## src/rtl/vga_pkg.sv

```systemverilog
// vga_pkg: shared 640x480 @ 60 Hz VGA timing constants.
// Every renderer imports this package so coordinate arithmetic agrees with
// the sync generator. Holds the visible/porch/sync widths, the derived
// totals and sync windows, and the 10-bit coordinate type.
package vga_pkg;
  localparam int CW = 10;
  typedef logic [CW-1:0] coord_t;

  localparam int H_VIS  = 640;
  localparam int H_FP   = 16;
  localparam int H_SYNC = 96;
  localparam int H_BP   = 48;
  localparam int V_VIS  = 480;
  localparam int V_FP   = 10;
  localparam int V_SYNC = 2;
  localparam int V_BP   = 33;

  localparam int H_TOT      = H_VIS + H_FP + H_SYNC + H_BP;  // 800
  localparam int V_TOT      = V_VIS + V_FP + V_SYNC + V_BP;  // 525
  localparam int H_SYNC_INI = H_VIS + H_FP;                  // 656
  localparam int H_SYNC_FIM = H_SYNC_INI + H_SYNC - 1;       // 751
  localparam int V_SYNC_INI = V_VIS + V_FP;                  // 490
  localparam int V_SYNC_FIM = V_SYNC_INI + V_SYNC - 1;       // 491

  localparam int DIV_DEF = 2;  // 50 MHz clk -> 25 MHz pixel
endpackage

```

## src/rtl/vga_contador_eixo.sv

```systemverilog
// vga_contador_eixo: one VGA axis counter (used for both columns and lines).
// Ports:
//   clk, reset  - system clock, async active-high reset
//   en          - advance the count this cycle
//   count       - current position 0..TOTAL-1
//   wrap        - count is at TOTAL-1 (carry out, combinational)
//   sync_n      - registered active-low sync, aligned with count
//   ativo       - visible-region decode of the value count holds after this
//                 cycle (lookahead, lets the top register areaAtiva in step)
module vga_contador_eixo
  import vga_pkg::*;
#(
  parameter int TOTAL    = H_TOT,
  parameter int VIS      = H_VIS,
  parameter int SYNC_INI = H_SYNC_INI,
  parameter int SYNC_FIM = H_SYNC_FIM
) (
  input  logic          clk,
  input  logic          reset,
  input  logic          en,
  output logic [CW-1:0] count,
  output logic          wrap,
  output logic          sync_n,
  output logic          ativo
);
  localparam coord_t LAST  = coord_t'(TOTAL - 1);
  localparam coord_t VIS_C = coord_t'(VIS);
  localparam coord_t S_INI = coord_t'(SYNC_INI);
  localparam coord_t S_FIM = coord_t'(SYNC_FIM);

  coord_t nxt;

  assign wrap = (count == LAST);

  always_comb begin
    nxt = wrap ? '0 : count + coord_t'(1);
  end

  // Lookahead so the registered areaAtiva changes on the same edge as count.
  assign ativo = en ? (nxt < VIS_C) : (count < VIS_C);

  // Sync is decoded from the next value and registered, so it is
  // glitch-free and edge-aligned with count.
  always_ff @(posedge clk or posedge reset) begin
    if (reset) begin
      count  <= '0;
      sync_n <= 1'b1;
    end else if (en) begin
      count  <= nxt;
      sync_n <= !((nxt >= S_INI) && (nxt <= S_FIM));
    end
  end
endmodule

```

## src/rtl/vga_sincronizador.sv

```systemverilog
// vga_sincronizador: VGA timing generator (default 640x480 @ 60 Hz).
// Divides clk by DIV to the pixel rate and drives the column/line counters.
// Ports:
//   clk, reset    - system clock, async active-high reset
//   coluna, linha - pixel / line coordinates
//   areaAtiva     - high while (coluna, linha) is in the visible region
//   hsync, vsync  - active-low monitor syncs
//   pixelTick     - one-clk pulse on the first clk of each new coordinate
//   inicioQuadro  - one-clk pulse when the counters wrap to (0,0)
// All outputs are registers and change on the same clk edge.
module vga_sincronizador #(
  parameter int DIV    = vga_pkg::DIV_DEF,
  parameter int H_VIS  = vga_pkg::H_VIS,
  parameter int H_FP   = vga_pkg::H_FP,
  parameter int H_SYNC = vga_pkg::H_SYNC,
  parameter int H_BP   = vga_pkg::H_BP,
  parameter int V_VIS  = vga_pkg::V_VIS,
  parameter int V_FP   = vga_pkg::V_FP,
  parameter int V_SYNC = vga_pkg::V_SYNC,
  parameter int V_BP   = vga_pkg::V_BP
) (
  input  logic       clk,
  input  logic       reset,
  output logic [9:0] coluna,
  output logic [9:0] linha,
  output logic       areaAtiva,
  output logic       hsync,
  output logic       vsync,
  output logic       pixelTick,
  output logic       inicioQuadro
);
  import vga_pkg::*;

  localparam int H_TOT_P = H_VIS + H_FP + H_SYNC + H_BP;
  localparam int V_TOT_P = V_VIS + V_FP + V_SYNC + V_BP;
  localparam logic [3:0] DIV_LAST = 4'(DIV - 1);

  logic [3:0] div_cnt;
  logic       tick;
  logic       h_wrap, v_wrap;
  logic       h_ativo, v_ativo;

  // With DIV = 1 div_cnt stays 0 and tick is constantly 1.
  assign tick = (div_cnt == DIV_LAST);

  always_ff @(posedge clk or posedge reset) begin
    if (reset) div_cnt <= '0;
    else       div_cnt <= tick ? '0 : div_cnt + 4'd1;
  end

  vga_contador_eixo #(
    .TOTAL(H_TOT_P), .VIS(H_VIS),
    .SYNC_INI(H_VIS + H_FP), .SYNC_FIM(H_VIS + H_FP + H_SYNC - 1)
  ) u_h (
    .clk(clk), .reset(reset), .en(tick),
    .count(coluna), .wrap(h_wrap), .sync_n(hsync), .ativo(h_ativo)
  );

  // Lines advance only on the tick that wraps the column counter.
  vga_contador_eixo #(
    .TOTAL(V_TOT_P), .VIS(V_VIS),
    .SYNC_INI(V_VIS + V_FP), .SYNC_FIM(V_VIS + V_FP + V_SYNC - 1)
  ) u_v (
    .clk(clk), .reset(reset), .en(h_wrap & tick),
    .count(linha), .wrap(v_wrap), .sync_n(vsync), .ativo(v_ativo)
  );

  // Reset lands on (0,0), which is visible, hence areaAtiva resets to 1.
  // inicioQuadro only fires on a real wrap, never for the reset origin.
  always_ff @(posedge clk or posedge reset) begin
    if (reset) begin
      areaAtiva    <= 1'b1;
      pixelTick    <= 1'b0;
      inicioQuadro <= 1'b0;
    end else begin
      areaAtiva    <= h_ativo & v_ativo;
      pixelTick    <= tick;
      inicioQuadro <= tick & h_wrap & v_wrap;
    end
  end
endmodule

```

## config.mk

```make
export PLATFORM = sky130hd
export DESIGN_NAME = vga_sincronizador
export DESIGN_NICKNAME = d
export VERILOG_FILES = /design/src/rtl/vga_pkg.sv /design/src/rtl/vga_contador_eixo.sv /design/src/rtl/vga_sincronizador.sv
export SDC_FILE = /design/constraint.sdc
export NUM_CORES = 1
export LEC_CHECK = 0
export CAP_MARGIN = 25
export CORE_MARGIN = 1.5
export CORE_UTILIZATION = 45
export CTS_CLUSTER_SIZE = 25
export DETAILED_ROUTE_END_ITERATION = 8
export PLACE_DENSITY = 0.75
export SETUP_SLACK_MARGIN = 0.5
export SLEW_MARGIN = 0
export SYNTH_ARGS = -nofsm -noshare
export SYNTH_HDL_FRONTEND = slang
export SYNTH_SLANG_ARGS = --single-unit
```

## constraint.sdc

```tcl
create_clock -name clk -period 4.1 [get_ports clk]
set_input_delay 1.23 -clock clk [delete_from_list [all_inputs] [get_ports clk]]
set_output_delay 1.23 -clock clk [all_outputs]
set_load 0.01 [all_outputs]
```

Yosys cells after proc, flatten, opt, wreduce, memory -nomap -nowiden
Cells that the tools add are included.
{"block": "word_totals", "regBits": 29, "output_inout_bits": 25, "word_cells": 34, "input_bits": 2}
{"block": "classes", "add_sub_neg": 3, "reduce_logical": 4, "n_mux": 5, "eq_ne": 3, "magnitude_cmp": 8, "bitwise": 3}
{"operator": "$add 10x1->10 const B", "count": 2}
{"operator": "$eq 10x10->1 const B", "count": 2}
{"operator": "$lt 10x10->1 const B", "count": 2}
{"operator": "$lt 10x9->1 const B", "count": 2}
{"operator": "$mux 10", "count": 2}
{"operator": "$ge 10x10->1 const B", "count": 1}
{"operator": "$ge 10x9->1 const B", "count": 1}
{"operator": "$le 10x10->1 const B", "count": 1}
{"operator": "$le 10x9->1 const B", "count": 1}
{"operator": "$add 4x1->4 const B", "count": 1}
{"operator": "$eq 4x1->1 const B", "count": 1}
{"operator": "$mux 4", "count": 1}
{"operator": "$and 1x1->1", "count": 3}
{"operator": "$logic_and 1x1->1", "count": 2}
{"operator": "$logic_not 1->1", "count": 2}
{"operator": "$mux 1", "count": 2}

Logic depth before layout (Yosys ltp)
Gate-level depths: netlist (run 1).
{"block": "depth", "word_depth": 5, "mapped_depth": 7, "mapped_depth_nobuf": 7}

Modules after synthesis
From an unflattened synthesis (run 1), not the netlist that was laid out.
{"block": "unflattened", "cells_unflattened": 190, "hier_area_um2": 1790.5}
{"module": "vga_contador_eixo at u_h", "seq_area_each_um2": 276.5, "n_inst": 1, "cells_each": 92, "area_each_um2": 795.8}
{"module": "vga_contador_eixo at u_v", "seq_area_each_um2": 276.5, "n_inst": 1, "cells_each": 79, "area_each_um2": 725.7}
{"module": "vga_sincronizador", "seq_area_each_um2": 176.4, "n_inst": 1, "cells_each": 19, "area_each_um2": 269.0}

Worst setup path after synthesis (run 1)
No wires, ideal clock.
{"block": "synth_path", "kind": "register to register", "startpoint": "reg u_v.count[0]", "endpoint": "reg areaAtiva", "required_ps": 4010, "path_buffers": 0, "setup_time_ps": 90, "period_less_slack_ps": 2026, "stages_incl_launch_ff": 8, "arrival_ps": 1936, "slack_ps": 2074, "cell_sequence": "dfrtp_1 -> inv_1 -> ha_1 -> or4b_1 -> nor4_4 -> nor2_1 -> o2111a_1 -> nor4_2"}
{"block": "synth_between", "elab_chain_cells": 5, "word_cells_on_any_way": 7, "cone_classes": "add/sub (1); order compare (2); eq/ne (1); mux (2); bitwise (1)"}
{"item": "start, declared", "line": "vga_contador_eixo.sv:21", "rtl": "output logic [CW-1:0] count,"}
{"item": "start signal, assigned", "line": "vga_contador_eixo.sv:49", "rtl": "count <= nxt;"}
{"item": "$add 10x1->10 or $eq 10x10->1 (tied branches)", "line": "vga_contador_eixo.sv:36, vga_contador_eixo.sv:33"}
{"item": "$mux 10", "line": "vga_contador_eixo.sv:36", "rtl": "nxt = wrap ? '0 : count + coord_t'(1);"}
{"item": "$lt 10x9->1", "line": "vga_contador_eixo.sv:40", "rtl": "assign ativo = en ? (nxt < VIS_C) : (count < VIS_C);"}
{"item": "$mux 1 *", "line": "vga_contador_eixo.sv:40"}
{"item": "$and 1x1->1 *", "line": "vga_sincronizador.sv:76", "rtl": "areaAtiva <= h_ativo & v_ativo;"}
{"item": "end signal, assigned", "line": "vga_sincronizador.sv:76"}
{"item": "end, declared", "line": "vga_sincronizador.sv:26", "rtl": "output logic areaAtiva,"}
Every way passes the cells marked *; elsewhere a longest branch is shown, timed or not.
A chain may end at the register's enable or synchronous reset.

Worst setup path after layout (run 1)
{"block": "layout_path", "startpoint": "reg u_h.count[9]", "endpoint": "out coluna[9]"}
{"item": "start, declared", "line": "vga_contador_eixo.sv:21"}
{"item": "start signal, assigned", "line": "vga_contador_eixo.sv:49"}
{"item": "end, declared", "line": "vga_sincronizador.sv:24", "rtl": "output logic [9:0] coluna,"}
No word-level cell between the ends.

==> results.sh, run 1 <==
export IMPL_clk_path_buf_depth=2
export IMPL_grt_util_all_layers_pct=19.3
export IMPL_routed_via_count=1481
export IMPL_clk_latency_ns=0.28
export IMPL_post_dp_hpwl_mm=2.62
export IMPL_antenna_found_initial=0
export IMPL_yosysWarningCount=0
export IMPL_die_h_um=66.1
export IMPL_synth_flop_cell="dfrtp_1"
export IMPL_synth_fp_nets=204
export IMPL_cts_hold_buffers=0
export IMPL_syn2layout_area_growth_pct=19.6
export IMPL_syn_avg_cell_area_um2=9.06
export IMPL_viasPerCell=5.51
export IMPL_finalCriticalPeriod_ns=2.67
export IMPL_cp_start_kind="flip-flop"
export IMPL_cp_max_fo=10
export IMPL_crit_required_ns=2.87
export IMPL_ir_drop_v=0.000163
export IMPL_p_leak_nw=0.844
export IMPL_drc=0
export IMPL_maxCapViolations=0
export IMPL_crit_type="flip-flop to output port"
export IMPL_ys_async_sr_fraction_pct=100
export IMPL_wire_per_inst_um=13.7
export IMPL_cts_buffers=5
export IMPL_ant_nets=0
export IMPL_synth_area_leaders="dfrtp_1 (36%), o21ai_0 (5.3%), xnor2_1 (4.9%)"
export IMPL_io_pins=27
export IMPL_port_buffers=26
export IMPL_clock_sinks=29
export IMPL_core_area_um2=3740
export IMPL_holdCritPathClass="flip-flop to flip-flop"
export IMPL_setup_worst_path_end_class="output port"
export IMPL_cp_top_family="buffers and inverters"
export IMPL_p_per_area_nw_per_um2=244
export IMPL_nets=227
export IMPL_worst_pin_slew_ns=0.497
export IMPL_crit_buf_inv=1
export IMPL_first_pass_iters=4
export IMPL_drive_gt1_share_pct=10.4
export IMPL_post_place_ws_ns=1.75
export IMPL_status="finished, final reports clean"
export IMPL_cts_max_level=2
export IMPL_fin_cells=269
export IMPL_synth_seq_cells=29
export IMPL_seq_area_frac_synth_pct=40.7
export IMPL_wl_mm=3.68
export IMPL_finalSetupTns_ns=0
export IMPL_fin_skew_ns=0.00431
export IMPL_clkTransAtPathRegs_ns=0.06
export IMPL_initial_utilization_pct=47.9
export IMPL_max_freq_mhz=374
export IMPL_rsz0062_at_grt="no"
export IMPL_initialDrtViolationCount=70
export IMPL_yosys_area_top_type_share_pct=36.3
export IMPL_grt_pass1_vias=1390
export IMPL_grt_ovfl_total=0
export IMPL_grt_pass1_wl_mm=6.51
export IMPL_finalHoldViolCount=0
export IMPL_slew_headroom_pct=66.4
export IMPL_holdWs_ns=0.491
export IMPL_dpl_cell_count=262
export IMPL_slowest_stage="clkdlybuf4s50_1"
export IMPL_synth_distinct_cells=53
export IMPL_cpPeakStageDelay_ns=0.62
export IMPL_netlist_area_um2=1790
export IMPL_worstPathCellList="clkdlybuf4s50_1"
export IMPL_setup_viol=0
export IMPL_netlist_instances=198
export IMPL_yosysTopAreaCell="dfrtp_1"
export IMPL_post_cts_buffers=0
export IMPL_grt_max_degree=30
export IMPL_fin_crit_sh_pct=65.2
export IMPL_dieArea_um2=4380
export IMPL_die_w_um=66.1
export IMPL_antenna_cells=0
export IMPL_power_mw=0.524
export IMPL_arrival_ns=1.44
export IMPL_rows=22
export IMPL_synth_edf_count=0
export IMPL_cts_root_buffer="clkbuf_8"
export IMPL_slew_violations=0
export IMPL_finalWorstSetupSlack_ns=1.43
export IMPL_cts_tree="yes"
export IMPL_cts_resized=0
export IMPL_gp_congestion=0.874
cell families after synthesis:
| kind of cell | count (synthesis) | share of synthesized area, % |
|---|---|---|
| compound gates | 44 | 14.5 |
| xor+xnor | 12 | 5.86 |
| flops | 29 | 40.7 |
| mux | 3 | 1.81 |
| fa+ha+maj | 4 | 2.79 |
| simple gates | 85 | 28.1 |
| buf+inv | 21 | 6.28 |
state kept, by name, summed over array words and instances (netlist names):
| register | flops |
|---|---|
| u_v.sync_n | 1 |
| div_cnt | 4 |
| pixelTick | 1 |
| u_v.count | 10 |
| u_h.sync_n | 1 |
| inicioQuadro | 1 |
| areaAtiva | 1 |
| u_h.count | 10 |
power breakdown:
part,internal [mW],switching [mW]
combinational,0.00153,0.00543
sequential,0.287,0
clock,0.133,0.0976
final cells by class:
| class | instances | area [um2] |
|---|---|---|
| Tap cell | 48 | 60.1 |
| Clock buffer | 7 | 86.3 |
| Inverter | 10 | 50.0 |
| Timing Repair Buffer | 27 | 268 |
| Multi-Input combinational cell | 148 | 952 |
| Sequential cell | 29 | 729 |
| Fill cell | 349 | 1600 |
through the flow:
stage	utilization, %	cell area, um2
after floorplan	-	1790
after global placement	55.0	2060
after global routing	57.3	2150
final	57.3	2150
after CTS	57.3	2150
after detailed placement	55.0	2060
worst register-to-register path, delay by kind of cell, from the launching register on:
| family | cells | cell delay [ns] |
|---|---|---|
| simple gates | 3 | 1.24 |
| compound gates | 2 | 0.43 |
| flops | 1 | 0.41 |
| buf+inv | 1 | 0.15 |
synth_stat cells, types with 2 or more instances:
cell type   n
nand4_1     3
mux2_2      2
nor2_1     16
dfrtp_1    26
o21ai_0    19
buf_2       3
inv_1       9
a31oi_1     2
xnor2_1    10
nand2b_1    2
nor4_1      2
or4b_1      2
xor2_1      2
clkbuf_1    6
ha_1        4
nand3_1    13
nor3_1      3
a21oi_1    12
nand2_1    22
and3_1      2
nor4b_1     2
dfstp_2     3
and4_1      2
nand4b_1    2
cells in the final DEF (no fill, tap or decap), types with 4 or more instances in the layout:
master,synthesis,final
nand2_1,22,22
xnor2_1,10,10
ha_1,4,4
clkbuf_8,1,6
a21oi_1,12,12
inv_1,9,9
dfrtp_1,26,26
nand3_1,13,13
o21ai_0,19,19
clkdlybuf4s50_1,0,26
nor2_1,16,16
final timing paths:
| path | startpoint | to | slack (ns) | depth (start not counted) |
|---|---|---|---|---|
| setup reg to reg | div_cnt[1] | areaAtiva | 1.77 | 6 |
| min in group asynchronous | reset | u_v.count[4] | 1.32 | 3 |
| hold / removal | div_cnt[0] | div_cnt[0] | 0.49 | 1 |
| hold reg to reg | div_cnt[0] | div_cnt[0] | 0.49 | 1 |
| max in group asynchronous | reset | u_h.sync_n | 2.46 | 3 |
| setup / recovery | u_h.count[9] | coluna[9] | 1.43 | 1 |
layer usage:
metal  global-route usage (%)  share of wire, %  up-vias  wire length (um)
li1                         -                 -      745                 -
met1                     27.9                51      696              1860
met2                     29.1                44       32              1620
met3                     3.92               4.1        8               152
met4                     5.36               1.4        0                50
met5                        0                 0        -                 0
No activity file was read; power rests on OpenSTA's default activity.
==> run 2: changes to the inputs <==
- PLACE_DENSITY: 0.75 -> 0.78
- clock period: 4.1 -> 2.3 ns (I/O delays scaled with it)
==> results.sh, run 2 (same netlist as run 1, synthesis figures left out) <==
export IMPL_crit_required_ns=2.50
export IMPL_holdCritPathClass="flip-flop to flip-flop"
export IMPL_status="finished, final reports clean"
export IMPL_cts_buffers=5
export IMPL_initialDrtViolationCount=186
export IMPL_worst_r2r_cell_count=8
export IMPL_worst_pin_slew_ns=0.633
export IMPL_grt_pass1_wl_mm=7.28
export IMPL_viasPerCell=5.71
export IMPL_cpPeakStageDelay_ns=0.48
export IMPL_clock_sinks=29
export IMPL_routed_via_count=1765
export IMPL_cp_max_fo=5
export IMPL_clkTransAtPathRegs_ns=0.07
export IMPL_grt_max_degree=30
export IMPL_antenna_cells=0
export IMPL_post_dp_hpwl_mm=2.78
export IMPL_final_common_cell="buf_4"
export IMPL_ir_drop_v=0.000361
export IMPL_core_area_um2=3740
export IMPL_max_freq_mhz=483
export IMPL_arrival_ns=2.27
export IMPL_die_h_um=66.1
export IMPL_clk_latency_ns=0.28
export IMPL_clk_path_buf_depth=2
export IMPL_ff2ff_setup_slack_ns=0.23
export IMPL_die_w_um=66.1
export IMPL_gp_congestion=0.918
export IMPL_rows=22
export IMPL_ant_nets=0
export IMPL_grt_util_all_layers_pct=21.9
export IMPL_grt_pass1_vias=1513
export IMPL_io_pins=27
export IMPL_crit_start="u_v.count[1]"
export IMPL_wire_per_inst_um=15.7
export IMPL_port_buffers=26
export IMPL_finalWorstSetupSlack_ns=0.230
export IMPL_setup_worst_path_end_class="flip-flop"
export IMPL_min_delay_path_depth=2
export IMPL_syn2layout_area_growth_pct=45.3
export IMPL_drive_gt1_share_pct=36.0
export IMPL_dieArea_um2=4380
export IMPL_finalCriticalPeriod_ns=2.07
export IMPL_p_per_area_nw_per_um2=378
export IMPL_nets=266
export IMPL_slowest_stage="or4b_4"
export IMPL_cts_tree="yes"
export IMPL_slew_violations=0
export IMPL_worstPathCellList="inv_2, ha_4, or4b_4, nor4_4, buf_4, nor2_4, o2111a_1, nor4_2"
export IMPL_setup_viol=0
export IMPL_post_place_ws_ns=0.166
export IMPL_crit_type="flip-flop to flip-flop"
export IMPL_antenna_found_initial=0
export IMPL_reg2reg_from="u_v.count[1]"
export IMPL_drc=0
export IMPL_p_leak_nw=1.16
export IMPL_slew_headroom_pct=57.2
export IMPL_maxCapViolations=0
export IMPL_wl_mm=4.85
export IMPL_cp_start_kind="flip-flop"
export IMPL_first_pass_iters=4
export IMPL_hold_start="u_h.sync_n"
export IMPL_cts_max_level=2
export IMPL_grt_ovfl_total=0
export IMPL_final_cell_mix="buf_4 (35), dlygate4sd2_1 (20), nand2_1 (19)"
export IMPL_cts_root_buffer="clkbuf_8"
export IMPL_initial_utilization_pct=47.9
export IMPL_fin_skew_ns=0.00783
export IMPL_finalSetupTns_ns=0
export IMPL_finalHoldViolCount=0
export IMPL_fin_crit_sh_pct=90.0
export IMPL_top_regs="u_h.count x10, u_v.count x10, div_cnt x4"
export IMPL_rsz0062_at_grt="yes"
==> run 2: changes by cell type in the layout (fill, tap and decap cells not counted), sizes merged <==
cell           delta
buf              +39
clkdlybuf4s50    -25
dlygate4sd2      +20
clkdlybuf4s15     +4
clkinv            +1
dlymetal6s2s      +1
==> run 2: area by class of cell <==
cell class                 count  area, um2
clock buffer                   7       96.3
multi-input combinational    148       1080
inverter                      10       50.0
clock inverter                 1       5.00
timing repair buffer          66        578
tap                           48       60.1
fill                         266       1140
sequential                    29        742
==> run 2: worst max-delay path: cells and delay by family (launching register included) <==
| family | cells | cell delay [ns] |
|---|---|---|
| compound gates | 1 | 0.18 |
| buf+inv | 2 | 0.28 |
| flops | 1 | 0.41 |
| simple gates | 4 | 1.00 |
| fa+ha+maj | 1 | 0.12 |
==> run 2: metrics by stage <==
step	cell area [um2]	utilization (%)	hold WS [ns]	cells	total power, mW
CTS	2430	64.8	0.512	298	0.985
global route	2610	69.7	0.524	309	1.02
finish	2610	69.7	0.515	309	0.986
floorplan	1820	-	0.456	198	0.527
detailed placement	2150	57.6	0.493	272	0.533
global placement	2150	57.6	0.481	272	0.533
==> run 2: final timing paths <==
| path | endpoint |
|---|---|
| max reg2reg | areaAtiva |
| min in group asynchronous | u_v.count[8] |
| min | u_h.sync_n |
| max in group asynchronous | u_h.sync_n |
| max | areaAtiva |
| min reg2reg | u_h.sync_n |
==> run 2: per-layer routing <==
metal | global-route usage, % | up-vias | wire [um]
met1 | 31.7 | 842 | 2050
met4 | 10.5 | 0 | 79
met3 | 4.09 | 9 | 346
li1 | - | 829 | -
met2 | 31.1 | 85 | 2370
met5 | 0 | - | 0
==> run 2: where the power goes <==
group / leakage [nW] / internal [mW] / switching [mW]
Clock: 0.0542 / 0.270 / 0.194
Combinational: 0.744 / 0.00272 / 0.00966
Sequential: 0.366 / 0.510 / 0
==> run 2: timing repair <==
item,CTS,global route
hold buffers,0,0
endpoints found under the hold margin,0,0
pin swaps,3,9
setup endpoints to repair,43,22
setup buffers,18,11
resized for setup,47,25
==> run 3: changes to the inputs <==
- SYNTH_HIERARCHICAL: unset -> 1
==> results.sh, run 3 <==
export IMPL_status="finished, final reports clean"
export IMPL_final_cell_mix="buf_4 (39), nand2_1 (21), dlygate4sd2_1 (21)"
export IMPL_post_place_ws_ns=0.0949
export IMPL_post_dp_hpwl_mm=2.64
export IMPL_wl_mm=4.76
export IMPL_ir_drop_v=0.000251
export IMPL_initial_utilization_pct=47.8
export IMPL_grt_max_degree=17
export IMPL_clock_sinks=29
export IMPL_grt_util_all_layers_pct=22.9
export IMPL_slew_violations=0
export IMPL_rows=22
export IMPL_top_regs="u_h/count x10, u_v/count x10, div_cnt x4"
export IMPL_synth_most_common_cell="dfrtp_1"
export IMPL_cts_root_buffer="clkbuf_8"
export IMPL_io_pins=27
export IMPL_grt_ovfl_total=0
export IMPL_fin_skew_ns=0.00862
export IMPL_initialDrtViolationCount=121
export IMPL_rsz0062_at_grt="yes"
export IMPL_synth_distinct_cells=57
export IMPL_drive_gt1_share_pct=39.3
export IMPL_synth_seq_cells=29
export IMPL_clkTransAtPathRegs_ns=0.07
export IMPL_viasPerCell=5.61
export IMPL_cts_hold_buffers=0
export IMPL_first_pass_iters=4
export IMPL_synth_flop_cell="dfrtp_1"
export IMPL_worst_pin_slew_ns=0.476
export IMPL_final_common_cell="buf_4"
export IMPL_cpPeakStageDelay_ns=0.40
export IMPL_netlist_area_um2=1790
export IMPL_slowest_stage="dfrtp_1"
export IMPL_port_buffers=26
export IMPL_yosysWarningCount=6
export IMPL_cp_start_kind="flip-flop"
export IMPL_cp_max_fo=6
export IMPL_netlist_instances=190
export IMPL_worstPathCellList="buf_6, nor4b_4, and3_4, and2_4, buf_4, buf_6, nor2_1, a32o_2, and2_4"
export IMPL_fillers=272
export IMPL_gp_congestion=0.835
export IMPL_seq_area_frac_synth_pct=40.7
export IMPL_setup_worst_path_end_class="flip-flop"
export IMPL_dieArea_um2=4370
export IMPL_cts_buffers=5
export IMPL_core_area_um2=3740
export IMPL_synth_fp_nets=196
export IMPL_clk_path_buf_depth=2
export IMPL_finalCriticalPeriod_ns=1.89
export IMPL_fin_crit_sh_pct=82.3
export IMPL_p_per_area_nw_per_um2=376
export IMPL_finalSetupTns_ns=0
export IMPL_maxCapViolations=0
export IMPL_crit_type="flip-flop to flip-flop"
export IMPL_clk_latency_ns=0.29
export IMPL_grt_pass1_vias=1608
export IMPL_cts_tree="yes"
export IMPL_yosys_top_cells_count="dfrtp_1 (26), nand2_1 (23), o21ai_0 (13)"
export IMPL_grt_pass1_wl_mm=7.53
export IMPL_wire_per_inst_um=15.4
export IMPL_holdCritPathClass="flip-flop to flip-flop"
export IMPL_die_w_um=66.1
export IMPL_crit_required_ns=2.52
export IMPL_arrival_ns=2.11
export IMPL_syn_avg_cell_area_um2=9.42
export IMPL_antenna_cells=0
export IMPL_routed_via_count=1740
export IMPL_ff_latch_area_um2=749
export IMPL_ant_nets=0
export IMPL_cts_max_level=2
export IMPL_p_leak_nw=1.25
export IMPL_synth_edf_count=0
export IMPL_syn2layout_area_growth_pct=47.4
export IMPL_finalWorstSetupSlack_ns=0.408
export IMPL_max_freq_mhz=529
export IMPL_yosysTopAreaCell="dfrtp_1"
export IMPL_synth_area_leaders="dfrtp_1 (36%), xnor2_1 (5.4%), nand2_1 (4.8%)"
export IMPL_drc=0
export IMPL_finalHoldViolCount=0
export IMPL_die_h_um=66.1
export IMPL_multi_input_area_um2=1060
export IMPL_yosys_area_top_type_share_pct=36.3
export IMPL_slew_headroom_pct=68.2
export IMPL_setup_viol=0
export IMPL_ys_async_sr_fraction_pct=100
export IMPL_antenna_found_initial=0
export IMPL_nets=267
run 3: changes by cell type after synthesis, moves of 3 or more:
cell and delta:
and3_1 +3, clkbuf_1 -3, nand3_1 -8, nor2_1 -5
o21ai_0 -6
run 3: stage by stage:
step	hold WS [ns]	total power, mW	util (%)	instance area [um2]	cells
CTS	0.512	0.997	66.3	2480	297
global route	0.527	1.03	70.5	2640	310
global placement	0.499	0.533	57.0	2130	259
detailed placement	0.491	0.533	57.0	2130	259
finish	0.514	0.993	70.5	2640	310
floorplan	0.470	0.527	-	1840	190
run 3: report_power, final:
| group | internal, mW | switching (mW) |
|---|---|---|
| Combinational | 0.00186 | 0.0107 |
| Clock | 0.270 | 0.200 |
| Sequential | 0.510 | 0 |
| Total | 0.782 | 0.211 |
run 3: cells by family (layout without fill, tap and decap cells):
family,Yosys count,count (layout),share of synthesized area [%]
AOI/OAI and AO/OA,45,45,17.5
muxes,2,2,1.19
xor gates and xnor gates,13,13,6.36
buffers and inverters,20,92,5.66
and+or+nand+nor,77,77,25.7
adders and majority gates,4,4,2.80
DFF,29,29,40.7
run 3: path summary, 6_finish.rpt:
path                                 to  cells past startpoint  slack (ns)          from
max                           areaAtiva                      9        0.41  u_h/count[5]
min                          div_cnt[0]                      1        0.51    div_cnt[0]
max reg2reg                   areaAtiva                      9        0.41  u_h/count[5]
min reg2reg                  div_cnt[0]                      1        0.51    div_cnt[0]
max in group asynchronous  u_h/count[1]                      2        1.14         reset
min in group asynchronous    div_cnt[0]                      2        0.71         reset
run 3: area by class of cell:
class | instances | area share (%)
Clock inverter | 1 | 0.190
Clock buffer | 7 | 3.65
Sequential cell | 29 | 28.4
Multi-Input combinational cell | 141 | 40.1
Inverter | 10 | 1.42
Timing Repair Buffer | 74 | 24.0
Tap cell | 48 | 2.27
run 3: per-layer routing:
layer  wire length, um  global-route usage (%)
met3               281                    5.11
met1              2100                    30.6
met5                 0                       0
met4                77                    10.2
met2              2310                    35.6
run 3: repair_timing:
item	in CTS	in global routing
endpoints found under the setup margin	35	17
pin swaps	12	13
buffers inserted	30	13
gates resized for setup	53	19
cloned	0	0
run 3: worst max-delay path, delay by kind of cell, from the launching register on:
family | cells | cell delay [ns]
simple gates | 5 | 0.88
compound gates | 1 | 0.21
flops | 1 | 0.40
buf+inv | 3 | 0.34
